### src/rtl/rbm_sample_sequencer_pkg.sv
// rbm_seq_pkg: shared FSM encoding, width helper and result counter width for the RBM sample sequencer
package rbm_seq_pkg;
  typedef enum logic [2:0] {S_IDLE, S_RST, S_RUN, S_ARGMAX, S_REPORT} state_e;
  localparam int COUNT_W = 16;
  function automatic int cls_w(input int n);
    return (n > 1) ? $clog2(n) : 1;
  endfunction
endpackage

### src/rtl/rbm_sample_sequencer_if.sv
// rbm_sample_sequencer_if: sample input, engine and result streams; master is the sequencer side
interface rbm_sample_sequencer_if #(
  parameter int bitlength  = 12,
  parameter int input_dim  = 15,
  parameter int output_dim = 2
);
  logic                                      in_valid;
  logic                                      in_ready;
  logic [input_dim*bitlength-1:0]            in_data;
  logic                                      eng_reset;
  logic                                      eng_data_valid;
  logic [input_dim*bitlength-1:0]            eng_input;
  logic [output_dim*bitlength-1:0]           eng_output;
  logic                                      eng_finish;
  logic                                      res_valid;
  logic                                      res_ready;
  logic [rbm_seq_pkg::cls_w(output_dim)-1:0] res_class;
  logic [output_dim*bitlength-1:0]           res_scores;
  logic [rbm_seq_pkg::COUNT_W-1:0]           res_count;
  logic                                      res_timeout;
  modport master (
    input  in_valid, in_data, eng_output, eng_finish, res_ready,
    output in_ready, eng_reset, eng_data_valid, eng_input,
           res_valid, res_class, res_scores, res_count, res_timeout
  );
  modport slave (
    output in_valid, in_data, eng_output, eng_finish, res_ready,
    input  in_ready, eng_reset, eng_data_valid, eng_input,
           res_valid, res_class, res_scores, res_count, res_timeout
  );
endinterface

### src/rtl/rbm_sample_sequencer_argmax.sv
// rbm_argmax: one-word-per-cycle signed argmax, seeded with word 0, ties keep the lowest index
module rbm_argmax
  import rbm_seq_pkg::*;
#(
  parameter int bitlength  = 12,
  parameter int output_dim = 2
) (
  input  logic                              clock,
  input  logic                              reset,
  input  logic                              start_i,
  input  logic [output_dim*bitlength-1:0]   scores_i,
  output logic                              done_o,
  output logic [cls_w(output_dim)-1:0]      index_o
);
  localparam int IW = cls_w(output_dim);
  logic [IW-1:0] cnt_q, idx_q, pos;
  logic busy_q, active, take;
  logic signed [bitlength-1:0] best_q, word;
  assign active  = start_i | busy_q;
  assign pos     = start_i ? '0 : cnt_q;
  assign word    = scores_i[pos*bitlength +: bitlength];
  assign take    = start_i | (word > best_q);
  assign done_o  = active & (pos == IW'(output_dim - 1));
  assign index_o = take ? pos : idx_q;
  always_ff @(posedge clock or posedge reset) begin
    if (reset) begin
      cnt_q  <= '0;
      idx_q  <= '0;
      best_q <= '0;
      busy_q <= 1'b0;
    end else if (active) begin
      cnt_q  <= pos + 1'b1;
      idx_q  <= index_o;
      best_q <= take ? word : best_q;
      busy_q <= ~done_o;
    end
  end
endmodule

### src/rtl/rbm_sample_sequencer.sv
// rbm_sample_sequencer: buffers samples, sequences the RBM engine and returns argmax results; RBM_SEQ_TIMEOUT_EN adds a RUN watchdog
module rbm_sample_sequencer
  import rbm_seq_pkg::*;
#(
  parameter int bitlength      = 12,
  parameter int input_dim      = 15,
  parameter int output_dim     = 2,
  parameter int ENG_RST_CYCLES = 2,
  parameter int TIMEOUT_CYCLES = 65535
) (
  input logic                   clock,
  input logic                   reset,
  rbm_sample_sequencer_if.master bus
);
  localparam int DW = input_dim * bitlength;
  localparam int SW = output_dim * bitlength;
  localparam int CW = cls_w(output_dim);
  localparam int RW = $clog2(ENG_RST_CYCLES + 1);
  if (ENG_RST_CYCLES < 1 || TIMEOUT_CYCLES < 1) begin : g_cfg_err
    $error("ENG_RST_CYCLES and TIMEOUT_CYCLES must be >= 1");
  end
  state_e state_q, state_d;
  logic               buf_full_q, am_start_q, am_done;
  logic [DW-1:0]      buf_q, eng_in_q;
  logic [RW-1:0]      rst_cnt_q;
  logic [SW-1:0]      scores_q;
  logic [CW-1:0]      class_q, am_index;
  logic [COUNT_W-1:0] count_q;
  logic               accept, go, rst_last, tmo, latch, rst_phase;
  assign accept   = bus.in_valid & ~buf_full_q;
  assign go       = (state_q == S_IDLE) & buf_full_q;
  assign rst_last = rst_cnt_q == RW'(ENG_RST_CYCLES - 1);
  assign latch    = (state_q == S_RUN) & (bus.eng_finish | tmo);
`ifdef RBM_SEQ_TIMEOUT_EN
  logic [31:0] run_cnt_q;
  logic        timeout_q;
  assign tmo             = (state_q == S_RUN) & (run_cnt_q == 32'(TIMEOUT_CYCLES - 1));
  assign bus.res_timeout = timeout_q;
  always_ff @(posedge clock or posedge reset) begin
    if (reset) begin
      run_cnt_q <= '0;
      timeout_q <= 1'b0;
    end else begin
      run_cnt_q <= (state_q == S_RUN) ? run_cnt_q + 32'd1 : '0;
      timeout_q <= go ? 1'b0 : (latch & ~bus.eng_finish) ? 1'b1 : timeout_q;
    end
  end
`else
  assign tmo             = 1'b0;
  assign bus.res_timeout = 1'b0;
`endif
  always_ff @(posedge clock or posedge reset) begin
    if (reset) state_q <= S_IDLE;
    else       state_q <= state_d;
  end
  always_comb begin
    state_d = state_q;
    case (state_q)
      S_IDLE:   state_d = buf_full_q    ? S_RST    : S_IDLE;
      S_RST:    state_d = rst_last      ? S_RUN    : S_RST;
      S_RUN:    state_d = latch         ? S_ARGMAX : S_RUN;
      S_ARGMAX: state_d = am_done       ? S_REPORT : S_ARGMAX;
      S_REPORT: state_d = bus.res_ready ? S_IDLE   : S_REPORT;
      default:  state_d = S_IDLE;
    endcase
  end
  always_comb begin
    rst_phase          = state_q == S_RST;
    bus.eng_reset      = reset | rst_phase;
    bus.eng_data_valid = state_q == S_RUN;
    bus.res_valid      = state_q == S_REPORT;
  end
  always_ff @(posedge clock or posedge reset) begin
    if (reset) begin
      buf_full_q <= 1'b0;
      buf_q      <= '0;
      eng_in_q   <= '0;
      rst_cnt_q  <= '0;
      scores_q   <= '0;
      am_start_q <= 1'b0;
      class_q    <= '0;
      count_q    <= '0;
    end else begin
      buf_full_q <= accept | (buf_full_q & ~go);
      if (accept) buf_q <= bus.in_data;
      if (go) eng_in_q <= buf_q;
      rst_cnt_q  <= rst_phase ? rst_cnt_q + 1'b1 : '0;
      if (latch) scores_q <= bus.eng_output;
      am_start_q <= latch;
      if (state_q == S_ARGMAX && am_done) class_q <= am_index;
      if (bus.res_valid && bus.res_ready) count_q <= count_q + 1'b1;
    end
  end
  rbm_argmax #(.bitlength(bitlength), .output_dim(output_dim)) u_argmax (
    .clock   (clock),
    .reset   (reset),
    .start_i (am_start_q),
    .scores_i(scores_q),
    .done_o  (am_done),
    .index_o (am_index)
  );
  assign bus.in_ready   = ~buf_full_q;
  assign bus.eng_input  = eng_in_q;
  assign bus.res_scores = scores_q;
  assign bus.res_class  = class_q;
  assign bus.res_count  = count_q;
endmodule

### src/flat_wrapper.sv
// flat-port wrapper written by rule: the top's interface ports become plain ports
module rbm_sample_sequencer_flat import rbm_seq_pkg::*;
#(
  parameter int bitlength      = 12,
  parameter int input_dim      = 15,
  parameter int output_dim     = 2,
  parameter int ENG_RST_CYCLES = 2,
  parameter int TIMEOUT_CYCLES = 65535
)
  (clock, reset, bus_in_valid, bus_in_data, bus_eng_output, bus_eng_finish, bus_res_ready, bus_in_ready, bus_eng_reset, bus_eng_data_valid, bus_eng_input, bus_res_valid, bus_res_class, bus_res_scores, bus_res_count, bus_res_timeout);
  rbm_sample_sequencer_if #(.bitlength(bitlength), .input_dim(input_dim), .output_dim(output_dim)) bus_i ();
  input logic clock;
  input logic reset;
  input wire logic [$bits(bus_i.in_valid)-1:0] bus_in_valid;
  input wire logic [$bits(bus_i.in_data)-1:0] bus_in_data;
  input wire logic [$bits(bus_i.eng_output)-1:0] bus_eng_output;
  input wire logic [$bits(bus_i.eng_finish)-1:0] bus_eng_finish;
  input wire logic [$bits(bus_i.res_ready)-1:0] bus_res_ready;
  output wire logic [$bits(bus_i.in_ready)-1:0] bus_in_ready;
  output wire logic [$bits(bus_i.eng_reset)-1:0] bus_eng_reset;
  output wire logic [$bits(bus_i.eng_data_valid)-1:0] bus_eng_data_valid;
  output wire logic [$bits(bus_i.eng_input)-1:0] bus_eng_input;
  output wire logic [$bits(bus_i.res_valid)-1:0] bus_res_valid;
  output wire logic [$bits(bus_i.res_class)-1:0] bus_res_class;
  output wire logic [$bits(bus_i.res_scores)-1:0] bus_res_scores;
  output wire logic [$bits(bus_i.res_count)-1:0] bus_res_count;
  output wire logic [$bits(bus_i.res_timeout)-1:0] bus_res_timeout;
  assign bus_i.in_valid = bus_in_valid;
  assign bus_i.in_data = bus_in_data;
  assign bus_i.eng_output = bus_eng_output;
  assign bus_i.eng_finish = bus_eng_finish;
  assign bus_i.res_ready = bus_res_ready;
  assign bus_in_ready = bus_i.in_ready;
  assign bus_eng_reset = bus_i.eng_reset;
  assign bus_eng_data_valid = bus_i.eng_data_valid;
  assign bus_eng_input = bus_i.eng_input;
  assign bus_res_valid = bus_i.res_valid;
  assign bus_res_class = bus_i.res_class;
  assign bus_res_scores = bus_i.res_scores;
  assign bus_res_count = bus_i.res_count;
  assign bus_res_timeout = bus_i.res_timeout;
  rbm_sample_sequencer #(.bitlength(bitlength), .input_dim(input_dim), .output_dim(output_dim), .ENG_RST_CYCLES(ENG_RST_CYCLES), .TIMEOUT_CYCLES(TIMEOUT_CYCLES)) u_core (.clock(clock), .reset(reset), .bus(bus_i));
endmodule
### config.mk
export PLATFORM = sky130hd
export DESIGN_NAME = rbm_sample_sequencer_flat
export DESIGN_NICKNAME = d
export VERILOG_FILES = /design/src/rtl/rbm_sample_sequencer_pkg.sv /design/src/rtl/rbm_sample_sequencer_if.sv /design/src/rtl/rbm_sample_sequencer_argmax.sv /design/src/rtl/rbm_sample_sequencer.sv /design/src/flat_wrapper.sv
export SDC_FILE = /design/constraint.sdc
export NUM_CORES = 1
export LEC_CHECK = 0
export CAP_MARGIN = 25
export CELL_PAD_IN_SITES_DETAIL_PLACEMENT = 1
export CELL_PAD_IN_SITES_GLOBAL_PLACEMENT = 1
export CORE_MARGIN = 5
export CORE_UTILIZATION = 36
export CTS_CLUSTER_SIZE = 24
export DETAILED_ROUTE_END_ITERATION = 8
export GPL_TIMING_DRIVEN = 1
export PLACE_DENSITY_LB_ADDON = 0.1
export SYNTH_ARGS = -nofsm -noshare
export SYNTH_HDL_FRONTEND = slang
export SYNTH_SLANG_ARGS = --single-unit
### constraint.sdc
create_clock -name clock -period 15.2 [get_ports clock]
set_clock_uncertainty 0.1 [all_clocks]
set_input_delay 3.04 -clock clock [delete_from_list [all_inputs] [get_ports clock]]
set_output_delay 3.04 -clock clock [all_outputs]
set_load 0.01 [all_outputs]
==> impl_results.md <==
* Die area at 49500 sq um
* Clock latency at the later pin of the worst-skew pair at 560 ps
* Clock tree sinks at roughly 420
* DR WL/cell at 20.8 um
* Post-synth EDFFs at 0
* Outcome: finished, final reports clean
* CTS Buffer Depth at 3
* Hold_sp: u_core.rst_cnt_q[0]$_DFF_PP0_
* Register bit total from synthesis at approximately 420
* Core area at 44400 sq um
* Placer Congestion at 0.753
* Most instantiated cells after synthesis: 423 x dfrtp_1, 207 x mux2_1, 191 x mux2_2
* Post-synth top flop: dfrtp_1
* Sequential share of the synthesized area at about two thirds
* Synth cell types at 37
* Worst setup SP type: primary input
* Vias in the first global route at between 10000 and 15000
* Synthesized cell area at 16300 sq um
* Final Hold Fails at 0
* Final min period at just under 8000 ps
* Sequential share of power at 39.6%
* Cts hold-fix bufs at 0
* Port buffer count at between 400 and 500
* Setup CP Type: primary input to output pin
* FP Rows at 77
* Worst VDD drop at ~110 uV
* Part of the power in combinational logic at roughly 38%
* Yosys top cell by area: dfrtp_1
* Initial antenna violation count at 9
* R2R Path Start: u_core.am_start_q$_DFF_PP0_
* Worst Setup EP: bus_eng_reset
* R2R cell count at 9
* Post-CTS setup buffer count at 0
* Post-CTS sizing at 0
* Critical path origin: reset
* TritonCTS clock tree: done
* Die X at approximately 220 um
* Nets@finish at about 1700
* PwrDens at around 220 nW/um^2
* Max-slew violation count at 0
* Largest net degree at the start of global routing at ~180
* First DRT Iteration DRCs at approximately 340
* First-pass GRT wire length at ~67000 um
* # fillers at between 4000 and 5000
* Net Count, Synth at about 1200
* Post-DP HPWL at between 30000 and 40000 um
* Gr ovfl total at 0
* Clk root buf: clkbuf_16
* Worst EP arrival at 4700 ps
* Number of remaining DRC errors at 0
* Worst hold path type: flop to flop
* Share of the synthesized area in the top cell type at about two thirds
* Layout cell share with drive strength beyond 1 at between 10% and 20%
* Most frequent cell after synthesis: dfrtp_1
* Total Neg Setup Slack at 0 ps
* Die height at approximately 220 um
* Starting Density at 36.6%
* Final core occ at around half
* Top post-synthesis cells by area: dfrtp_1 65%, mux2_1 14%, mux2_2 13%
* First drt pass iteration count at 4
* Critical Path End Type: output pin
* Worst EP required at around 12000 ps
* GR Util All Layers at around 17%
* Switching Share at between 30% and 40%
* Internal power at approximately 3.5 mW
* Worst-path clk slew at 60 ps
* Clk pwr share at about 23%
* Via/cell ratio at 4.72
* Routed WL at ~43000 um
* Syn Area/Cell at ~16 sq um
* Leakage at ~9.7 nW
* Reg-to-Reg End: u_core.u_argmax.best_q[9]$_DFFE_PP0P_
* Tcrit/Tclk final at around half
* CP max FO at 18
* Post-Synthesis Cells at around 1000
* Reg2Reg Setup Slack at 11560 ps
* RSZ-0062 raised after global routing: false
* Slew headroom at between 20% and 30%
* I/O pin total at between 400 and 500
* CTS H-tree depth at 2
* Max_cap viols at 0
* Antenna-violating nets left at 0
* CTS buffer count at between 40 and 50
* Setup violators final at 0
* Async S/R FF share, synth at 100%
* Area added between synthesis and finish at 40.5%
* Yosys synthesis warning count at 0
* Total number of vias at a little under 10000
* F_max at roughly 130 MHz
* Psw at between 1 and 1.5 mW
* Worst slew pin tran at about 1100 ps
sequential cells by signal (all words and copies together) (netlist names):
name	flops
u_core.bus.res_count	16
u_core.am_start_q	1
u_core.u_argmax.cnt_q	1
u_core.bus.eng_input	180
u_core.bus.res_class	1
u_core.buf_q	180
u_core.u_argmax.best_q	12
u_core.u_argmax.idx_q	1
u_core.u_argmax.busy_q	1
u_core.bus.res_scores	24
u_core.rst_cnt_q	2
u_core.buf_full_q	1
u_core.state_q	3
cells in the final DEF, fill, tap and decap left out, types with 2 or more instances in the layout:
master / instances
mux2_1: 207
ha_1: 14
buf_16: 3
a211o_1: 2
mux2i_1: 2
xor2_1: 3
clkdlybuf4s50_1: 433
nand3_1: 7
buf_4: 12
nand2b_1: 3
nor2_1: 15
and3_1: 3
a21o_1: 3
nor3_1: 2
dfrtp_1: 423
nand4_1: 5
clkinv_2: 4
clkbuf_1: 15
nand2_1: 11
mux2_2: 191
mux2_4: 9
clkbuf_8: 12
a21oi_1: 4
diode_2: 3
xnor2_1: 13
nor2b_1: 2
clkbuf_16: 49
nor3b_1: 2
bufinv_16: 2
inv_1: 18
a31oi_1: 2
critical path, stage by stage:
cell and delay [ps]:
clkdlybuf4s50_1 510, clkinvlp_4 350, nand2_1 150, clkdlybuf4s50_1 640
power groups by stage:
stage	combinational [mW]	clock, mW	sequential, mW
3_3_place_gp	1.90	0	1.97
4_1_cts	1.94	1.16	1.98
5_1_grt	2.06	1.21	2.05
6_report	1.89	1.12	1.97
2_1_floorplan	0.905	0	2.07
3_5_place_dp	1.93	0	2.00
stage by stage:
step	area [sq um]	setup WS (ps)	instances	power (mW)	hold slack, ps
2_1_floorplan	16300	2360	1002	2.97	309
3_3_place_gp	21200	7320	1992	3.86	321
5_1_grt	22900	7200	2080	5.31	352
4_1_cts	22800	7320	2074	5.09	340
3_5_place_dp	21200	7310	1992	3.93	329
6_report	22900	7360	2080	4.98	337
worst min path at each step:
| stage | to | slack [ps] | cells after the start |
|---|---|---|---|
| 5_1_grt | u_core.rst_cnt_q[0]$_DFF_PP0_ | 350 | 1 |
| 6_report | u_core.rst_cnt_q[0]$_DFF_PP0_ | 340 | 1 |
| 4_1_cts | u_core.rst_cnt_q[0]$_DFF_PP0_ | 340 | 1 |
| 3_5_place_dp | u_core.rst_cnt_q[0]$_DFF_PP0_ | 330 | 1 |
| 3_3_place_gp | u_core.rst_cnt_q[0]$_DFF_PP0_ | 320 | 1 |
| 2_1_floorplan | u_core.rst_cnt_q[0]$_DFF_PP0_ | 310 | 1 |
layout make-up:
type | count | area (sq um) | area share [%]
inverter | 19 | 75.1 | 0.328
clock buffer | 76 | 1450 | 6.33
sequential | 423 | 10600 | 46.3
tap | 592 | 741 | 3.24
clock inverter | 6 | 80.1 | 0.350
antenna | 3 | 7.51 | 0.0328
timing repair buffer | 449 | 4530 | 19.8
multi-input combinational | 512 | 5390 | 23.6
logic make-up after synthesis:
logic type | Yosys count | share of synthesized area, %
flops | 423 | 65.1
mux | 409 | 28.5
buf+inv | 67 | 1.91
simple gates | 57 | 1.82
xor+xnor | 16 | 0.862
compound gates | 15 | 0.723
fa+ha+maj | 14 | 1.08
other cells | 1 | 0.0231
per-layer routing:
metal  global-route usage [%]  routed length (um)
met5                        0                  59
met4                     6.30                1100
met3                     6.37                3320
met2                     28.9               21600
met1                     20.4               17100
No activity file was read; power rests on OpenSTA's default activity.
